File: src/rtl/sub_serial.sv
// ============================================================================
// Module      : sub_serial
// Description : Bit-serial two's-complement subtractor (diff = a - b), LSB
//               first, one borrow flip-flop. Optional signed-overflow output
//               enabled by defining SUB_SERIAL_OVERFLOW_EN.
// Revision    : 1.0 - initial release
// ============================================================================
`default_nettype none

module sub_serial #(
    parameter int WIDTH = 16
) (
    input  logic             clk,
    input  logic             rst_n,
    input  logic             start,
    input  logic [WIDTH-1:0] a,
    input  logic [WIDTH-1:0] b,
    output logic             busy,
    output logic             done,
    output logic [WIDTH-1:0] diff,
    output logic             borrow,
    output logic             zero
`ifdef SUB_SERIAL_OVERFLOW_EN
    ,
    output logic             overflow
`endif
);

    localparam int CNT_W = (WIDTH > 1) ? $clog2(WIDTH) : 1;

    typedef enum logic [1:0] {
        S_IDLE = 2'd0,
        S_RUN  = 2'd1,
        S_DONE = 2'd2
    } state_t;

    state_t             state_q;
    logic [WIDTH-1:0]   a_sr_q;
    logic [WIDTH-1:0]   b_sr_q;
    logic [WIDTH-1:0]   diff_sr_q;
    logic [CNT_W-1:0]   cnt_q;
    logic               borrow_ff_q;

    logic               busy_q;
    logic               done_q;
    logic [WIDTH-1:0]   diff_q;
    logic               borrow_q;
    logic               zero_q;

    logic               bit_d;
    logic               bout_d;
    logic [WIDTH-1:0]   diff_sr_d;
    logic               last_bit_d;

`ifdef SUB_SERIAL_OVERFLOW_EN
    logic               a_msb_q;
    logic               b_msb_q;
    logic               overflow_q;
    logic               overflow_d;
`endif

    // One full-subtractor cell working on the current LSBs of the operands.
    always_comb begin
        bit_d      = a_sr_q[0] ^ b_sr_q[0] ^ borrow_ff_q;
        bout_d     = (~a_sr_q[0] & b_sr_q[0]) | (~(a_sr_q[0] ^ b_sr_q[0]) & borrow_ff_q);
        diff_sr_d  = {bit_d, diff_sr_q[WIDTH-1:1]};
        last_bit_d = (cnt_q == CNT_W'(WIDTH - 1));
    end

`ifdef SUB_SERIAL_OVERFLOW_EN
    always_comb begin
        overflow_d = (a_msb_q != b_msb_q) && (diff_sr_d[WIDTH-1] != a_msb_q);
    end
`endif

    always_ff @(posedge clk or negedge rst_n) begin
        if (!rst_n) begin
            state_q     <= S_IDLE;
            a_sr_q      <= '0;
            b_sr_q      <= '0;
            diff_sr_q   <= '0;
            cnt_q       <= '0;
            borrow_ff_q <= 1'b0;
            busy_q      <= 1'b0;
            done_q      <= 1'b0;
            diff_q      <= '0;
            borrow_q    <= 1'b0;
            zero_q      <= 1'b0;
`ifdef SUB_SERIAL_OVERFLOW_EN
            a_msb_q     <= 1'b0;
            b_msb_q     <= 1'b0;
            overflow_q  <= 1'b0;
`endif
        end else begin
            done_q <= 1'b0;
            case (state_q)
                S_IDLE, S_DONE: begin
                    if (start) begin
                        a_sr_q      <= a;
                        b_sr_q      <= b;
                        diff_sr_q   <= '0;
                        cnt_q       <= '0;
                        borrow_ff_q <= 1'b0;
                        busy_q      <= 1'b1;
                        state_q     <= S_RUN;
`ifdef SUB_SERIAL_OVERFLOW_EN
                        a_msb_q     <= a[WIDTH-1];
                        b_msb_q     <= b[WIDTH-1];
`endif
                    end else begin
                        busy_q  <= 1'b0;
                        state_q <= S_IDLE;
                    end
                end
                S_RUN: begin
                    a_sr_q      <= a_sr_q >> 1;
                    b_sr_q      <= b_sr_q >> 1;
                    diff_sr_q   <= diff_sr_d;
                    borrow_ff_q <= bout_d;
                    cnt_q       <= cnt_q + CNT_W'(1);
                    // Result registers move only here, so they hold through RUN.
                    if (last_bit_d) begin
                        state_q  <= S_DONE;
                        busy_q   <= 1'b0;
                        done_q   <= 1'b1;
                        diff_q   <= diff_sr_d;
                        borrow_q <= bout_d;
                        zero_q   <= (diff_sr_d == '0);
`ifdef SUB_SERIAL_OVERFLOW_EN
                        overflow_q <= overflow_d;
`endif
                    end
                end
                default: begin
                    busy_q  <= 1'b0;
                    state_q <= S_IDLE;
                end
            endcase
        end
    end

    assign busy   = busy_q;
    assign done   = done_q;
    assign diff   = diff_q;
    assign borrow = borrow_q;
    assign zero   = zero_q;
`ifdef SUB_SERIAL_OVERFLOW_EN
    assign overflow = overflow_q;
`endif

endmodule

`default_nettype wire
File: config.mk
export PLATFORM = sky130hd
export DESIGN_NAME = sub_serial
export DESIGN_NICKNAME = d
export VERILOG_FILES = /design/src/rtl/sub_serial.sv
export SDC_FILE = /design/constraint.sdc
export NUM_CORES = 1
export LEC_CHECK = 0
export ABC_CLOCK_PERIOD_IN_PS = 1470
export CAP_MARGIN = 20
export CORE_MARGIN = 10
export CORE_UTILIZATION = 47
export CTS_CLUSTER_SIZE = 12
export DETAILED_ROUTE_END_ITERATION = 10
export MAX_ROUTING_LAYER = met4
export PLACE_DENSITY = 0.73
export SLEW_MARGIN = 10
export SYNTH_ARGS = -nofsm -noshare
export SYNTH_HDL_FRONTEND = slang
export SYNTH_SLANG_ARGS = --single-unit
File: constraint.sdc
create_clock -name clk -period 1.47 [get_ports clk]
set_input_delay 0.294 -clock clk [delete_from_list [all_inputs] [get_ports clk]]
set_output_delay 0.294 -clock clk [all_outputs]
set_load 0.03 [all_outputs]
==> flow_summary.toml <==
[hold_path]
holdCritPathClass = "in2async"

[clock_tree]
cts-root-buf = "clkbuf_8"
worstSkewPairLatency_ps = 340
numCtsBuffers = 9
ctsHtreeMaxLevel = 3
clk_pin_slew_ps = 80
clockBufferDepth = 2
cts_tree = "yes"
numClockSinks = 73

[cells_and_area]
fin_cells = 398
nFillCells = 505
nets = 353
layout_commonest_cell = "dfrtp_1"
final_cell_mix = "dfrtp_1 (72), clkdlybuf4s50_1 (33), nand2_1 (32), nand3_1 (30), a22oi_1 (29)"
layout.cell_area.non_filler_um2 = 3990
drive_gt1_share_pct = 20.6
post-route-util_pct = 63.5
diodes = 0
syn_to_final_growth_pct = 33.2

[yosys]
avgSynthCellArea_um2 = 12.1
yosysUniqueCellTypes = 29
syn_inst = 247
syn_nets = 284
synth_top_cell_by_area = "dfrtp_1"
synth_warnings = 0
syn_area_um2 = 2990
synth.area.top_cells = "dfrtp_1 (61%), a22oi_1 (7.3%), mux2_2 (6.0%), a22o_1 (5.3%), nand3_1 (5.0%)"
ys_seq_area_share_pct = 61.0
yosysTopAreaCellShare_pct = 61.0
synth-seq-cells = 73

[timing]
rsz0062_at_grt = "true"
min_period_ps = 1480
fmaxAchievable_mhz = 675
worst_pin_slew_ps = 354
finalCritPeriodShare_pct = 101
layout_setup_ws_ps = -10.8
setup_viol_count_final = 1
maxSlewViolCount = 0
finalClockSkew_ps = 6.85
slew_headroom_pct = 76.4
hold_viol = 0
timing.hold.ws_ps = 393

[place]
dp_hpwl_mm = 4.67
place_ws_ps = -129
placed_cells = 380
io_buffer_count = 54
gp_congestion = 0.773
placed_area_um2 = 3780

[floorplan]
dieArea_um2 = 9960
start_util_pct = 47.7
core.rowCount = 29
die_h_um = 99.8
die_w_um = 99.8
ioPinCount = 55
core_um2 = 6280

[routing]
dr.pass1.iters = 4
ant_nets = 0
remaining_drc_errors = 0
avgViaCountPerCell = 5.60
routed_wirelength_mm = 6.65
vias = 2229
routed_wire_length_per_instance_um = 16.7
drtIter0Drc = 121

[worst_setup_path]
worst-endpoint-arrival_ps = 1730
rrSetupSlack_ps = -10
r2r_cells = 5
required_ps = 1720
critPathLaunchType = "flop"
crit_type = "reg2reg"
timing.rr.start = "borrow_ff_q"
end_kind = "flop"
path_max_fanout = 2
r2r-end = "zero"

[global_route]
grt_use_met2_pct = 20.9
grt_pass1_wl_mm = 11.2
busiest_layer = "met2"
grt_max_degree = 37
grt.met3_usage_pct = 4.53
grt_pass1_vias = 2296
grt.overflow.total = 0
use_met1_pct = 17.8
antenna_found_initial = 0
track_usage_pct = 14.3

[power_and_ir_drop]
seq_power_share_pct = 39.7
clkPwrFrac_pct = 18.0
ir_worst_vdd_v = 0.00121
power.internal_uw = 5530
power_density_nw_per_um2 = 2210
p_switching_uw = 3290
power_frac_comb_pct = 42.2
p_sw_share_pct = 37.3
p_leak_uw = 0.00189

[outcome]
outcome = "finished, violations left"
violations = "setup timing"

[flow_run]
max_cap_viol_count = 0
[per-stage QoR]
step / setup TNS, ps / power (µW)
6_report: -10.8 / 8820
5_1_grt: -91.6 / 9440
4_1_cts: -72.8 / 8840
3_5_place_dp: -2760 / 7350
3_3_place_gp: -2230 / 7210
2_1_floorplan: 0 / 5880
[cell usage after synthesis]
library cell / count
nor3_1: 1
nand4_1: 2
clkbuf_1: 3
a221o_1: 1
and2b_2: 1
a22o_2: 1
o2bb2ai_1: 1
mux2i_1: 2
mux2_2: 16
fa_1: 1
nand3_4: 1
nor2_1: 1
ha_1: 1
nand2b_1: 2
buf_1: 2
a22o_1: 18
inv_1: 2
nor4_1: 4
a22oi_1: 29
buf_4: 3
o31ai_1: 2
dfrtp_1: 73
nand3_1: 30
buf_6: 1
nor2_4: 2
buf_2: 10
nand2_1: 32
nor2b_1: 2
o21ai_0: 3
[worst max-delay path: stages, from the launching register on]
cell and delay [ps]:
dfrtp_1 360, inv_2 40, fa_1 530, nor4_2 150, nand4_1 110, o31ai_1 200
[metal layers]
metal | vias up | part of all wire, %
met5 | - | 0
met4 | 0 | 1.3
met3 | 7 | 5.6
met2 | 58 | 47
met1 | 1121 | 46
li1 | 1043 | -
[area by class of cell]
cell class	instances	area [µm²]	share of cell area, %
well taps	77	96.3	2.42
flip-flops and latches	73	1830	45.8
inverters	2	7.51	0.188
multi-input cells	153	1090	27.3
clock buffers	12	155	3.89
repair buffers	77	761	19.1
clock inverters	4	51.3	1.29
[flip-flops by register name (all words and copies together) (netlist names)]
name / flops
a_sr_q: 16
b_sr_q: 16
borrow: 1
borrow_ff_q: 1
cnt_q: 4
diff: 16
diff_sr_q: 15
done: 1
state_q: 2
zero: 1
[kinds of logic (layout without fill, tap and decap cells)]
logic type / Yosys count / count (layout) / synth area share, %
DFF: 73 / 73 / 61.0
buffers and inverters: 21 / 95 / 3.68
muxes: 18 / 18 / 6.69
and+or+nand+nor: 78 / 78 / 13.0
adders and majority gates: 2 / 2 / 1.09
AOI/OAI and AO/OA: 55 / 55 / 14.5
[how the worst max path moves through the flow]
| stage | startpoint | endpoint | cells after the start |
|---|---|---|---|
| after detailed placement | start | b_sr_q[0] | 5 |
| final | borrow_ff_q | zero | 5 |
| after global routing | borrow_ff_q | zero | 5 |
| after floorplan | cnt_q[1] | diff[10] | 5 |
| after CTS | a_sr_q[0] | zero | 4 |
| after global placement | start | b_sr_q[0] | 5 |
[power by group through the flow]
| stage | registers, µW | clock network (µW) | logic [µW] |
|---|---|---|---|
| global route | 3620 | 1720 | 4100 |
| CTS | 3510 | 1640 | 3690 |
| finish | 3510 | 1590 | 3720 |
| detailed placement | 3540 | 0 | 3810 |
| global placement | 3510 | 0 | 3700 |
| floorplan | 3790 | 0 | 2090 |
[what timing repair did]
action	in CTS	in global routing
hold buffers	1	0
endpoints found under the hold margin	11	0
gates resized for setup	19	4
setup buffers	0	1
pin swaps	0	1
setup endpoints to repair	20	13
Note: power is estimated with default switching activity, not from simulation.
